File: src/rtl/sha256d_pkg.sv
// rtl/sha256d_pkg.sv - shared constants, FSM encoding and byte-swap helper for the nonce sequencer
// Purpose: header geometry (20 big-endian words, nonce in word 19), sequencer
//          state encoding and a 32-bit byte-swap function.
package sha256d_pkg;

    localparam int HDR_WORDS  = 20;
    localparam int NONCE_WORD = 19;

    typedef enum logic [1:0] {
        ST_IDLE  = 2'd0,
        ST_START = 2'd1,
        ST_WAIT  = 2'd2,
        ST_CHECK = 2'd3
    } state_t;

    function automatic logic [31:0] bswap32(input logic [31:0] w);
        return {w[7:0], w[15:8], w[23:16], w[31:24]};
    endfunction

endpackage

File: src/rtl/hash_target_cmp.sv
// rtl/hash_target_cmp.sv - registered little-endian hash <= target comparator
// Purpose: interprets the digest as a Bitcoin little-endian uint256 (byte
//          reversal) and registers value <= target when en is high.
// Ports:
//   clk, rst_n  clock, asynchronous active-low reset
//   en          capture strobe (the cycle the done edge is seen)
//   hash        256-bit digest, byte 0 in bits [255:248]
//   target      256-bit unsigned target
//   hit         registered compare result, valid the cycle after en
module hash_target_cmp (
    input  logic         clk,
    input  logic         rst_n,
    input  logic         en,
    input  logic [255:0] hash,
    input  logic [255:0] target,
    output logic         hit
);

    logic [255:0] value;
    logic         hit_d;
    logic         hit_q;

    always_comb begin
        value = '0;
        for (int i = 0; i < 32; i++) begin
            value[8*i +: 8] = hash[8*(31-i) +: 8];
        end
    end

    always_comb begin
        hit_d = hit_q;
        if (en) begin
            hit_d = (value <= target);
        end
    end

    always_ff @(posedge clk or negedge rst_n) begin
        if (!rst_n) begin
            hit_q <= 1'b0;
        end else begin
            hit_q <= hit_d;
        end
    end

    assign hit = hit_q;

endmodule

File: src/rtl/nonce_sequencer.sv
// rtl/nonce_sequencer.sv - mining control stage around sha256d_wrapper
// Purpose: holds the 80-byte header, serves the wrapper's word-read bus with
//          the live nonce in word 19, checks each digest against the target
//          and steps the nonce or reports a hit / exhausted range.
// Ports:
//   clk, rst_n                    clock, asynchronous active-low reset
//   hdr_we/hdr_waddr/hdr_wdata    header word write (IDLE only)
//   target/nonce_start/nonce_end  search parameters, sampled on go
//   go, stop                      start search, abort request
//   hw_start                      one-cycle start pulse to the wrapper
//   hw_addr/hw_rq/hw_data/hw_rdy  wrapper word-read bus
//   hw_hash/hw_done               wrapper digest and completion level
//   busy/found/found_nonce/exhausted/nonce_cur  status
// Configuration: HASH_COUNT_EN adds hash_count[31:0], a saturating count of
//                completed checks, cleared by reset only.
module nonce_sequencer
    import sha256d_pkg::*;
#(
    parameter logic [31:0] NONCE_STEP = 32'd1
) (
    input  logic         clk,
    input  logic         rst_n,
    input  logic         hdr_we,
    input  logic [4:0]   hdr_waddr,
    input  logic [31:0]  hdr_wdata,
    input  logic [255:0] target,
    input  logic [31:0]  nonce_start,
    input  logic [31:0]  nonce_end,
    input  logic         go,
    input  logic         stop,
    output logic         hw_start,
    input  logic [4:0]   hw_addr,
    input  logic         hw_rq,
    output logic [31:0]  hw_data,
    output logic         hw_rdy,
    input  logic [255:0] hw_hash,
    input  logic         hw_done,
    output logic         busy,
    output logic         found,
    output logic [31:0]  found_nonce,
    output logic         exhausted,
`ifdef HASH_COUNT_EN
    output logic [31:0]  hash_count,
`endif
    output logic [31:0]  nonce_cur
);

    state_t        state_d, state_q;
    logic [31:0]   hdr_d [HDR_WORDS];
    logic [31:0]   hdr_q [HDR_WORDS];
    logic [255:0]  target_d, target_q;
    logic [31:0]   nonce_cur_d, nonce_cur_q;
    logic [31:0]   nonce_end_d, nonce_end_q;
    logic          found_d, found_q;
    logic [31:0]   found_nonce_d, found_nonce_q;
    logic          exhausted_d, exhausted_q;
    logic          stop_pend_d, stop_pend_q;
    logic          done_d, done_q;
    logic          rdy_d, rdy_q;
    logic [31:0]   data_d, data_q;
    logic [31:0]   rd_word;
    logic          done_edge;
    logic          stop_eff;
    logic          cmp_hit;
`ifdef HASH_COUNT_EN
    logic [31:0]   hash_count_d, hash_count_q;
`endif

    hash_target_cmp u_cmp (
        .clk    (clk),
        .rst_n  (rst_n),
        .en     (done_edge && (state_q == ST_WAIT)),
        .hash   (hw_hash),
        .target (target_q),
        .hit    (cmp_hit)
    );

    // Word-read bus: the nonce register overrides header word 19, addresses
    // past the header read as zero.
    always_comb begin
        rd_word = '0;
        for (int i = 0; i < HDR_WORDS; i++) begin
            if (hw_addr == 5'(i)) rd_word = hdr_q[i];
        end
        if (hw_addr == 5'(NONCE_WORD)) rd_word = bswap32(nonce_cur_q);
        rdy_d  = hw_rq;
        data_d = hw_rq ? rd_word : '0;
    end

    always_comb begin
        done_d        = hw_done;
        done_edge     = hw_done && !done_q;
        // A stop arriving in the CHECK cycle itself still ends the run there.
        stop_eff      = stop_pend_q || stop;
        state_d       = state_q;
        hdr_d         = hdr_q;
        target_d      = target_q;
        nonce_cur_d   = nonce_cur_q;
        nonce_end_d   = nonce_end_q;
        found_d       = found_q;
        found_nonce_d = found_nonce_q;
        exhausted_d   = exhausted_q;
        stop_pend_d   = (state_q == ST_IDLE) ? 1'b0 : stop_eff;
        hw_start      = 1'b0;
`ifdef HASH_COUNT_EN
        hash_count_d  = hash_count_q;
`endif
        case (state_q)
            ST_IDLE: begin
                // Write before go so a same-cycle header update is seen by START.
                for (int i = 0; i < HDR_WORDS; i++) begin
                    if (hdr_we && (hdr_waddr == 5'(i))) hdr_d[i] = hdr_wdata;
                end
                if (go) begin
                    state_d       = ST_START;
                    target_d      = target;
                    nonce_cur_d   = nonce_start;
                    nonce_end_d   = nonce_end;
                    found_d       = 1'b0;
                    found_nonce_d = '0;
                    exhausted_d   = 1'b0;
                    stop_pend_d   = 1'b0;
                end
            end
            ST_START: begin
                hw_start = 1'b1;
                state_d  = ST_WAIT;
            end
            ST_WAIT: begin
                if (done_edge) state_d = ST_CHECK;
            end
            ST_CHECK: begin
`ifdef HASH_COUNT_EN
                if (hash_count_q != 32'hFFFF_FFFF) hash_count_d = hash_count_q + 32'd1;
`endif
                if (cmp_hit) begin
                    state_d       = ST_IDLE;
                    found_d       = 1'b1;
                    found_nonce_d = nonce_cur_q;
                    stop_pend_d   = 1'b0;
                end else if ((nonce_cur_q == nonce_end_q) || stop_eff) begin
                    state_d     = ST_IDLE;
                    exhausted_d = !stop_eff;
                    stop_pend_d = 1'b0;
                end else begin
                    nonce_cur_d = nonce_cur_q + NONCE_STEP;
                    state_d     = ST_START;
                end
            end
            default: state_d = ST_IDLE;
        endcase
    end

    always_ff @(posedge clk or negedge rst_n) begin
        if (!rst_n) begin
            state_q       <= ST_IDLE;
            for (int i = 0; i < HDR_WORDS; i++) hdr_q[i] <= '0;
            target_q      <= '0;
            nonce_cur_q   <= '0;
            nonce_end_q   <= '0;
            found_q       <= 1'b0;
            found_nonce_q <= '0;
            exhausted_q   <= 1'b0;
            stop_pend_q   <= 1'b0;
            done_q        <= 1'b0;
            rdy_q         <= 1'b0;
            data_q        <= '0;
`ifdef HASH_COUNT_EN
            hash_count_q  <= '0;
`endif
        end else begin
            state_q       <= state_d;
            hdr_q         <= hdr_d;
            target_q      <= target_d;
            nonce_cur_q   <= nonce_cur_d;
            nonce_end_q   <= nonce_end_d;
            found_q       <= found_d;
            found_nonce_q <= found_nonce_d;
            exhausted_q   <= exhausted_d;
            stop_pend_q   <= stop_pend_d;
            done_q        <= done_d;
            rdy_q         <= rdy_d;
            data_q        <= data_d;
`ifdef HASH_COUNT_EN
            hash_count_q  <= hash_count_d;
`endif
        end
    end

    assign busy        = (state_q != ST_IDLE);
    assign found       = found_q;
    assign found_nonce = found_nonce_q;
    assign exhausted   = exhausted_q;
    assign nonce_cur   = nonce_cur_q;
    assign hw_rdy      = rdy_q;
    assign hw_data     = data_q;
`ifdef HASH_COUNT_EN
    assign hash_count  = hash_count_q;
`endif

endmodule

File: config.mk
export PLATFORM = sky130hd
export DESIGN_NAME = nonce_sequencer
export DESIGN_NICKNAME = d
export VERILOG_FILES = /design/src/rtl/sha256d_pkg.sv /design/src/rtl/hash_target_cmp.sv /design/src/rtl/nonce_sequencer.sv
export SDC_FILE = /design/constraint.sdc
export NUM_CORES = 2
export LEC_CHECK = 0
export BUFFER_PORTS_ARGS = -buffer_cell sky130_fd_sc_hd__buf_2
export CORE_MARGIN = 4
export CORE_UTILIZATION = 45
export DETAILED_ROUTE_END_ITERATION = 6
export PLACE_DENSITY = 0.65
export SLEW_MARGIN = 40
export SYNTH_ARGS = -nofsm -noshare
export SYNTH_HDL_FRONTEND = slang
export SYNTH_SLANG_ARGS = --single-unit
File: constraint.sdc
create_clock -name clk -period 2.83 [get_ports clk]
set_input_delay 0 -clock clk [delete_from_list [all_inputs] [get_ports clk]]
set_output_delay 0 -clock clk [all_outputs]
set_load 0.02 [all_outputs]
==> results.ini <==
[floorplan]
top_level_ports = 726
rows = 120
die-width_um = 338
chipHeight_um = 338
coreArea_um2 = 108000
start_util_pct = 45.5
dieArea_um2 = 114000

[cts]
cts_root_buffer = clkbuf_16
clk_pin_slew_ns = 0.06
clk_latency_ns = 0.72
cts_tree = yes
cts.path.max_buffers = 3
h-tree-depth = 3
numCtsBuffers = 108
cts.sinks = 1000

[yosys]
syn_inst = 4089
synth_top_family_by_area = multiplexers
synthDistinctLibCells = 74
yosysMostFrequentCell = dfrtp_1
syn_nets = 4975
synth_top_area_share_pct = 51.0
ys.flop_type = dfrtp_1
synthAdderAreaFrac_pct = 6.66
async_reset_ff_share_pct = 100
synth_edf_count = 0
synth.avg_cell_area_um2 = 12.0
synthSimpleGateAreaFrac_pct = 5.93
yosys-top-cells-area = dfrtp_1 (51%), mux2_2 (21%), ha_1 (6.7%), inv_1 (2.1%), a21oi_1 (1.9%)
yosys_warnings = 0
synth_compound_area_share_pct = 10.4
synthTopCellsByCount = dfrtp_1 (1000), mux2_2 (907), inv_1 (275)
synth_area_um2 = 49000
synth_top_area_cell = dfrtp_1
ys_ff_latch = 1000
synthXorXnorAreaFrac_pct = 0.572
synth.area.mux_share_pct = 21.1
ys_seq_area_share_pct = 51.0

[setup_path]
critPathMaxFanout = 2
r2r_slack_ns = 0.13
max_stage_delay_ns = 0.48
r2r-end = u_cmp.hit
r2r-start = target_q[63]
rr_worst_depth = 10
critPathRequiredTime_ns = 3.39
worstSetupEndpointType = register
start_kind = register
arrival_ns = 3.26
path_buf_inv = 1
path_cells = inv_1 > ha_1 > nand3_1 > nor3_1 > nor3b_1 > nor4b_1 > and4_1 > a211oi_1 > o211ai_1 > o21ai_0
crit_slowest_cell = nor4b_1
critPathKind = reg -> reg
worst_path_dominant_cell_family = simple AND/OR/NAND/NOR gates

[route]
via_per_inst = 5.81
ant_nets = 0
first_iter_violations = 3318
route.detailed.drc = 0
dr.pass1.iters = 7
vias = 39800
routed_wl_um = 184000
wl_per_cell_um = 26.9

[sta]
worst_pin_slew_ns = 0.801
finalCriticalPeriod_ns = 2.70
setup_viol = 0
report.final.hold_viol_count = 0
fmax_ghz = 0.370
slew_headroom_pct = 46.4
rsz0062_at_grt = false
slew_viol_final = 0
fin_crit_sh_pct = 95.4
clock_skew_ns = 0.0386

[pwr]
design_power_total_mw = 54.7
peakVddDrop_mv = 0.591
p_clk_share_pct = 26.8
seq_power_share_pct = 39.7
netSwitchingFraction_pct = 33.7
p_sw_mw = 18.4
comb_power_share_pct = 33.4
internal_power_mw = 36.3
cellLeakagePower_nw = 31.2
powerDensity_nw_per_um2 = 860

[layout]
area_growth_pct = 29.6
fillCellCount = 8914
finish.utilization_pct = 59.0
layout-drive-gt1-share_pct = 38.2
fin_nets = 6154

[global_route]
overflow = 0
grt_max_degree = 102
grt_pass1_wl_um = 265000
antenna_found_initial = 83
grt_pass1_vias = 40000
grt_usage_pct = 31.4

[placement]
gp_congestion = 0.966
dp_hpwl_um = 133000
port_buffers = 725

[job]
maxCapViolations = 0

[outcome]
status = complete, no violations

[worst_hold_path]
hold_class = in -> reg
hp-start = hw_hash[255]
hold_end = u_cmp.hit
hold_path_depth = 7

==> stage by stage <==
stage	setup WS, ns	TNS [ns]	hold slack, ns	area [µm²]	std cells
after floorplan	0.528	0	-0.296	49000	4089
after global placement	-0.198	-0.198	0.0701	55400	6145
after detailed placement	-0.238	-0.238	0.0714	55400	6145
after CTS	0.0372	0	0.00284	63300	6763
after global routing	0.000134	0	0.0307	63500	6827
final	0.129	0	0.0326	63500	6841
==> worst max-delay path by stage <==
| stage | start | endpoint | cells after the start |
|---|---|---|---|
| after detailed placement | target_q[189] | u_cmp.hit | 9 |
| after global routing | state_q[0] | hdr_q[376] | 8 |
| after CTS | target_q[189] | u_cmp.hit | 9 |
| after global placement | target_q[189] | u_cmp.hit | 9 |
| after floorplan | state_q[0] | hdr_q[353] | 8 |
| final | target_q[63] | u_cmp.hit | 10 |
==> registers in the layout, indices dropped and copies added, names as in the netlist, 2 cells and up <==
register,flops
hw_data,32
nonce_cur,32
nonce_end_q,32
hdr_q,608
found_nonce,32
target_q,256
state_q,2
==> kinds of logic after synthesis <==
logic type,count (synthesis)
DFF,1000
muxes,922
AOI/OAI and AO/OA,758
and+or+nand+nor,575
buffers and inverters,541
adders and majority gates,261
xor gates and xnor gates,32
==> per-layer routing <==
metal | GRT usage [%] | vias to the layer above | share of wire, %
met2 | 49.7 | 1789 | 46
met5 | 0 | - | 0.040
met3 | 6.76 | 454 | 7.9
met1 | 41.0 | 20200 | 41
met4 | 16.1 | 10 | 5.1
li1 | - | 17300 | -
==> power groups by stage <==
stage | Clock (mW) | Sequential (mW) | Combinational, mW
after floorplan | 0 | 21.6 | 10.9
after global placement | 0 | 21.6 | 16.4
after detailed placement | 0 | 21.8 | 16.8
after CTS | 14.9 | 21.6 | 17.9
after global routing | 15.5 | 22.2 | 20.0
final | 14.7 | 21.7 | 18.3
==> placed cells by master (no fill, tap or decap), drive strengths merged, types with 15 or more instances in the layout <==
cell / synthesis / routed
dfrtp: 1000 / 1000
buf: 112 / 920
mux2: 907 / 907
dlygate4sd3: 0 / 415
inv: 275 / 278
ha: 261 / 261
a21oi: 189 / 189
nand2: 181 / 181
clkbuf: 154 / 155
o21ai: 128 / 128
a22oi: 118 / 118
nor2: 87 / 87
nand4: 82 / 82
diode: 0 / 78
nand3: 71 / 71
a221oi: 48 / 48
o22ai: 43 / 43
a22o: 41 / 41
nor3: 39 / 39
xor2: 32 / 32
clkinv: 0 / 27
a21o: 26 / 26
a211oi: 24 / 24
nor4: 24 / 24
o211ai: 23 / 23
a222oi: 19 / 19
nand2b: 16 / 16
o221ai: 16 / 16
a31oi: 15 / 15
mux2i: 15 / 15
==> layout make-up <==
type / count / area [µm²] / area share (%)
antenna: 78 / 195 / 0.307
clock buffer: 155 / 3090 / 4.86
clock inverter: 47 / 596 / 0.937
inverter: 275 / 1030 / 1.62
multi-input combinational: 2548 / 22100 / 34.8
sequential: 1000 / 25000 / 39.4
tap: 1403 / 1760 / 2.76
timing repair buffer: 1335 / 9740 / 15.3
==> worst min-delay path: cells and delay by family <==
| kind | cells | cell delay [ns] |
|---|---|---|
| AO/OA/AOI/OAI | 4 | 0.35 |
| adder cells (fa/ha/maj) | 1 | 0.13 |
| buffers and inverters | 1 | 0.08 |
| AND/OR/NAND/NOR | 1 | 0.12 |
==> what timing repair did <==
item / CTS / global route
resized for setup: 2 / 6
buffers inserted: 0 / 0
setup endpoints to repair: 1 / 2
endpoints found under the hold margin: 1936 / 0
hold buffers: 416 / 0
pin swaps: 0 / 3
Note: power is estimated with default switching activity, not from simulation.
